$ cat src/rtl/corr_sweep_ctrl.sv
// Purpose: steps the correlation scorer over a raster grid of start positions and keeps the best score.
// Latency: 2 cycles to first oStart after iGo, then 4 cycles plus scorer time per position.
// Backpressure: waits on the scorer's iDone level per pass; iGo is ignored while a sweep is busy.
module corr_sweep_ctrl #(
  parameter int X_MIN   = 0,
  parameter int X_MAX   = 64,
  parameter int Y_MIN   = 0,
  parameter int Y_MAX   = 48,
  parameter int STEP    = 1,
  parameter int SCORE_W = 32,
  parameter int TIMEOUT = 65535
) (
  input  logic               iCLK,
  input  logic               iRST_N,
  input  logic               iGo,
  input  logic               iDone,
  input  logic [SCORE_W-1:0] iScore,
  output logic [12:0]        oXstart,
  output logic [12:0]        oYstart,
  output logic               oStart,
  output logic               oBusy,
  output logic               oValid,
  output logic [12:0]        oBestX,
  output logic [12:0]        oBestY,
  output logic [SCORE_W-1:0] oBestScore,
  output logic [15:0]        oCount,
  output logic               oTimeout
);

  typedef enum logic [2:0] {
    IDLE, INIT, ISSUE, WAIT_CLR, WAIT_DONE, COMPARE, NEXT, DONE
  } state_t;

  localparam logic [12:0] XMIN13 = 13'(X_MIN);
  localparam logic [12:0] YMIN13 = 13'(Y_MIN);
  localparam logic [13:0] XMAX14 = 14'(X_MAX);
  localparam logic [13:0] YMAX14 = 14'(Y_MAX);
  localparam logic [13:0] STEP14 = 14'(STEP);
  localparam logic [31:0] TMO32  = 32'(TIMEOUT);

  state_t      state, stateNxt;
  logic [12:0] xCur, yCur;
  logic [13:0] xStep, yStep;
  logic        xAdv, yAdv;
  logic [31:0] tmoCnt;
  logic        tmoHit, tmoEvt;

  // Candidate next position, one bit wider than the coordinates so the limit test cannot wrap.
  assign xStep = {1'b0, xCur} + STEP14;
  assign yStep = {1'b0, yCur} + STEP14;
  assign xAdv  = (xStep <= XMAX14);
  assign yAdv  = (yStep <= YMAX14);
  assign tmoHit = (tmoCnt >= TMO32);

  assign oXstart = xCur;
  assign oYstart = yCur;
  assign oStart  = (state == ISSUE);
  assign oBusy   = (state != IDLE) && (state != DONE);
  assign oValid  = (state == DONE);

  // State register; reset aborts any sweep in progress.
  always_ff @(posedge iCLK or negedge iRST_N) begin
    if (!iRST_N) state <= IDLE;
    else         state <= stateNxt;
  end

  // Next-state decode; a pass abandoned on timeout skips COMPARE entirely.
  always_comb begin
    stateNxt = state;
    tmoEvt   = 1'b0;
    unique case (state)
      IDLE:      if (iGo) stateNxt = INIT;
      INIT:      stateNxt = ISSUE;
      ISSUE:     stateNxt = WAIT_CLR;
      WAIT_CLR: begin
        if (tmoHit) begin
          stateNxt = NEXT;
          tmoEvt   = 1'b1;
        end else if (!iDone) begin
          stateNxt = WAIT_DONE;
        end
      end
      WAIT_DONE: begin
        if (iDone) begin
          stateNxt = COMPARE;
        end else if (tmoHit) begin
          stateNxt = NEXT;
          tmoEvt   = 1'b1;
        end
      end
      COMPARE:   stateNxt = NEXT;
      NEXT:      stateNxt = (xAdv || yAdv) ? ISSUE : DONE;
      DONE:      if (iGo) stateNxt = INIT;
      default:   stateNxt = IDLE;
    endcase
  end

  // Position walk, pass timer, best-score tracking and sweep statistics.
  always_ff @(posedge iCLK or negedge iRST_N) begin
    if (!iRST_N) begin
      xCur       <= XMIN13;
      yCur       <= YMIN13;
      tmoCnt     <= '0;
      oBestX     <= '0;
      oBestY     <= '0;
      oBestScore <= '0;
      oCount     <= '0;
      oTimeout   <= 1'b0;
    end else begin
      case (state)
        INIT: begin
          xCur       <= XMIN13;
          yCur       <= YMIN13;
          oBestX     <= XMIN13;
          oBestY     <= YMIN13;
          oBestScore <= '0;
          oCount     <= '0;
          oTimeout   <= 1'b0;
        end
        // The ISSUE cycle counts as the first cycle of the pass.
        ISSUE: tmoCnt <= 32'd1;
        WAIT_CLR, WAIT_DONE: begin
          tmoCnt <= tmoCnt + 32'd1;
          if (tmoEvt) oTimeout <= 1'b1;
        end
        COMPARE: begin
          // Strict compare so ties keep the earlier raster position.
          if (iScore > oBestScore) begin
            oBestScore <= iScore;
            oBestX     <= xCur;
            oBestY     <= yCur;
          end
          if (oCount != 16'hFFFF) oCount <= oCount + 16'd1;
        end
        NEXT: begin
          if (xAdv) begin
            xCur <= xStep[12:0];
          end else if (yAdv) begin
            xCur <= XMIN13;
            yCur <= yStep[12:0];
          end
        end
        default: ;
      endcase
    end
  end

endmodule

$ cat config.mk
export PLATFORM = sky130hd
export DESIGN_NAME = corr_sweep_ctrl
export DESIGN_NICKNAME = d
export VERILOG_FILES = /design/src/rtl/corr_sweep_ctrl.sv
export SDC_FILE = /design/constraint.sdc
export NUM_CORES = 1
export LEC_CHECK = 0
export BUFFER_PORTS_ARGS = -buffer_cell sky130_fd_sc_hd__buf_4
export CAP_MARGIN = 20
export CORE_MARGIN = 2
export CORE_UTILIZATION = 51
export DETAILED_ROUTE_END_ITERATION = 16
export PLACE_DENSITY = 0.77
export SLEW_MARGIN = 5
export SYNTH_ARGS = -nofsm -noshare
export SYNTH_HDL_FRONTEND = slang
export SYNTH_SLANG_ARGS = --single-unit
$ cat constraint.sdc
create_clock -name iCLK -period 2.5 [get_ports iCLK]
set_input_delay 0.25 -clock iCLK [delete_from_list [all_inputs] [get_ports iCLK]]
set_output_delay 0.25 -clock iCLK [all_outputs]
set_load 0.005 [all_outputs]
After elaboration in Yosys (flattened, before gate mapping)
Index checks and enable logic that the tools add are counted.

Reductions and logical operators: 16. Eq/ne operators: 18. Add/subtract/negate cells: 4. Magnitude comparators: 4. Mux-type cells: 27.

Operators by type and width (count): 32-bit case mux with 2 select lines (2); 13-bit case mux with 2 select lines (4); 13-bit 2-to-1 mux (6); 32-bit by 1-bit adder with 32-bit output, second input constant (1); 32-bit by 16-bit >= comparator with 1-bit output, second input constant (1); 32-bit greater-than comparator (1); 32-bit 2-to-1 mux (1); 16-bit case mux with 2 select lines (1); 13-bit by 1-bit adder with 14-bit output, second input constant (2); 3-bit case mux with 7 select lines (1); 3-bit 2-to-1 mux (6); 16-bit by 1-bit adder with 16-bit output, second input constant (1); 16-bit 2-to-1 mux (1); 16-bit != test, second input constant (1); 14-bit by 6-bit less-or-equal comparator with 1-bit output, second input constant (1); 14-bit by 7-bit less-or-equal comparator with 1-bit output, second input constant (1); 3-bit == test, second input constant (4); 3-bit != test, second input constant (4); 2-bit != test, second input constant (5); 2-bit AND reduction (4); 2-bit nonzero test (4); 3-bit by 2-bit == test with 1-bit output, second input constant (2); 3-bit AND reduction (2); 1-bit case mux with 2 select lines (2); other kinds (8) (11).

Register bits: 136. Bits of input ports: 36.

Depth between registers and ports, before layout
Word-level depth: 6. Mapped depth: 11. Depth with buffers taken out: 9.

Least setup slack after synthesis
Ideal clock, no wire load.

Path kind: register to register. Start point: register oBestScore[1]. End point: register oBestScore[28]. Path slack: 0.123 ns. Period minus slack after synthesis: 2.377 ns. Stages on the path, launching flop included: 10. Data required time: 2.372 ns. Arrival: 2.249 ns. Library setup time: 0.128 ns. Path through: dfrtp_1 -> inv_1 -> ha_1 -> nor2b_1 -> o211ai_1 -> a2111oi_0 -> a2111oi_0 -> o31ai_1 -> buf_2 -> mux2_1.

Word-level cells in the longest chain between the ends: 3.

RTL lines: start: declaration (RTL line 25) `output logic [SCORE_W-1:0] oBestScore,`; start signal: assignment (RTL line 129) `oBestScore <= iScore;`; 32-bit greater-than comparator (RTL line 128) `if (iScore > oBestScore) begin`; 2-bit != test (no source line); 2-bit AND reduction (no source line).

No other way between the ends. A chain may end at the register's enable or synchronous reset.

Worst setup path after layout
Start point: register oBestScore[1]. End point: register oBestX[8].

Word-level cells in the longest chain between the ends: 3.

RTL lines: 32-bit greater-than comparator (RTL line 128); 2-bit != test (no source line); 2-bit AND reduction (no source line); end signal: assignment (RTL line 130) `oBestX <= xCur;`; end: declaration (RTL line 23) `output logic [12:0] oBestX,`.

No other way between the ends.

==> impl_metrics.ini <==
[logic_synthesis]
synthDistinctLibCells = 60
synth.area.top_cells = dfrtp_1, ha_1, nand2_1
ys_ff_latch = 136
ys_warn_count = 0
syn-cell-area_mm2 = 0.00748
avgSynthCellArea_um2 = 9.47
async_flop_share_pct = 100
synth_top_cell_by_area = dfrtp_1
syn_nets = 863
netlist_instances = 790
ys_seq_area_share_pct = 45.5
synth-main-ff-cell = dfrtp_1
synth_edf_count = 0
netlist.area_leader.share_pct = 45.5

[route]
dr_total_vias = 6604
firstDrtPassIters = 4
drt-wirelength-per-cell_um = 17.0
routed_wl_mm = 20.0
detail-route-antenna-nets = 0
drt_iter0_markers = 339
avgViaCountPerCell = 5.62
drcViolationCount = 0

[sta]
drv_slew = 0
worst_slack_ns = -0.152
finClkSkew_ns = 0.00848
slew_headroom_pct = 58.8
holdWs_ns = 0.0456
fmaxAchievable_mhz = 377
finalCritPeriodShare_pct = 106
hold_violations = 0
min_period_ns = 2.65
worst_slew_pin_slew_ns = 0.617
rsz0062_at_grt = yes
finalSetupViolCount = 58

[place]
post-dp-hpwl_mm = 13.1
place.gp.congestion = 0.868
portBuffers = 139
placed_cells = 1126

[grt]
antenna_found_initial = 0
grt_max_degree = 58
grt_use_total_pct = 24.4
grt_pass1_wl_mm = 31.2
grt_overflow_total = 0
first_global_vias = 6293

[setup_path]
required_ns = 2.84
startpoint = oBestScore[1]$_DFFE_PN0P_
cp_cell_sequence = inv_2 -> ha_4 -> nor2b_4 -> o211ai_1 -> a2111oi_4 -> a2111oi_4 -> o31ai_4 -> buf_6 -> buf_8 -> clkbuf_16 -> mux2i_1
r2r_cells = 11
cp_max_fo = 8
cpPeakStageDelay_ns = 0.43
r2r-end = oBestX[8]$_DFFE_PN0P_
worstSetupStartpointType = register
worstPathArrival_ns = 2.99
crit_top_cell = a2111oi_4
r2r_start = oBestScore[1]$_DFFE_PN0P_
rrSetupSlack_ns = -0.15
path_delay_family = compound AO/OA/AOI/OAI gates
criticalPathCategory = reg2reg
critPathSlowestCell = a2111oi_4
crit_buf_inv = 4
endpoint_kind = register

[pwr]
p_leak_nw = 4.73
p_per_area_mw_per_mm2 = 836
peakVddDrop_uv = 756
p_total_mw = 8.49

[hold_path]
min_path_cells = 2
min_from = iGo
hold-path-endpoint = state[2]$_DFFE_PN0P_
hp-class = in2reg

[clocking]
clk_pin_slew_worst_paths_ns = 0.06
clockBufferDepth = 2
cts_buffers = 17
h-tree-depth = 4
cts_tree = done
cts.sink_count = 136
clk-insertion-delay-late_ns = 0.43
cts-root-buf = clkbuf_16

[job]
drv_cap = 0

[finish]
final_common_cell = buf_4
drive_gt1_share_pct = 29.7
areaGrowthSynthToFinish_pct = 35.7
final_cell_mix = buf_4, dfrtp_1, nand2_1
diodes = 0
fin_nets = 1052
stdcell_count = 1176

[die]
dieArea_mm2 = 0.0157
rows = 44
start_util_pct = 51.9
core-area_mm2 = 0.0144
die_height_um = 125
die_w_um = 125
ios = 140

[run_status]
outcome = finished with violations
violations = negative setup slack
-- synthesized netlist by cell type, drive strengths merged, types with 3 or more instances --
master,number
xor2,7
nand4,17
and4,5
nand2b,5
a21o,9
a21oi,25
and3,18
or3,7
buf,21
xnor2,9
clkbuf,12
mux2,34
o21ai,39
nand2,98
nor4,9
inv,62
o31ai,15
a211oi,3
a32oi,4
nor2b,6
a31oi,6
nor3,16
nor2,69
and2,9
a221oi,4
nand3,33
mux2i,30
o211ai,14
a31o,4
o2bb2ai,5
ha,37
dfrtp,136
-- metrics by stage --
step	utilization, %	instance area (um2)	setup slack (ns)	setup TNS (ns)
2_1_floorplan	-	7480	0.123	0
3_3_place_gp	62.5	9010	-0.104	-3.26
3_5_place_dp	62.5	9010	-0.219	-8.78
4_1_cts	67.4	9720	0.00168	0
5_1_grt	70.4	10100	-0.239	-9.87
6_report	70.4	10100	-0.152	-4.40
-- how the worst max path moves through the flow --
| stage | slack [ns] | endpoint | cells after the start |
|---|---|---|---|
| 4_1_cts | 0.002 | oBestScore[31]$_DFFE_PN0P_ | 10 |
| 3_5_place_dp | -0.22 | oBestScore[27]$_DFFE_PN0P_ | 9 |
| 5_1_grt | -0.24 | oBestX[8]$_DFFE_PN0P_ | 11 |
| 3_3_place_gp | -0.10 | oBestScore[29]$_DFFE_PN0P_ | 9 |
| 6_report | -0.15 | oBestX[8]$_DFFE_PN0P_ | 11 |
| 2_1_floorplan | 0.12 | oBestScore[28]$_DFFE_PN0P_ | 9 |
-- power by group --
group          internal, mW  leakage, nW  total (mW)  switching (mW)
clock                  1.60        0.289        2.61            1.01
combinational          1.55         2.58        3.12            1.57
sequential             2.51         1.86        2.76           0.250
total                  5.66         4.73        8.49            2.83
-- metal layers --
layer,routed length (um),vias up,global-route usage (%)
met5,0,-,0
met4,374,0,6.01
met3,897,26,6.20
met2,9640,158,40.0
met1,9090,3240,32.8
li1,-,3180,-
-- repair_timing --
item                       4_1_cts  5_1_grt
pin swaps                        1       11
cloned                           1        3
gates resized for setup         12       67
buffers inserted                 5        8
setup endpoints to repair       62       89
hold endpoints to repair        55        0
hold buffers                     1        0
-- registers in the layout, summed over array words and instances (netlist names) --
name,flops
oXstart,13
oYstart,13
oCount,16
tmoCnt,32
state,3
oBestX,13
oTimeout,1
oBestY,13
oBestScore,32
-- cell families (layout without fill, tap and decap cells) --
family,Yosys count,after routing,share of synthesized area (%)
AND/OR/NAND/NOR,299,299,19.4
adder cells (fa/ha/maj),37,37,6.19
AO/OA/AOI/OAI,142,142,12.6
multiplexers,64,64,9.13
flip-flops,136,136,45.5
XOR/XNOR,16,16,1.87
buffers and inverters,96,298,5.30
-- cell type report --
type | instances | area [um2]
inverter | 63 | 236
clock inverter | 14 | 174
tap | 184 | 230
clock buffer | 18 | 439
multi-input combinational | 558 | 3960
timing repair buffer | 203 | 1700
fill | 1042 | 4280
sequential | 136 | 3410
No activity file was read; power rests on OpenSTA's default activity.
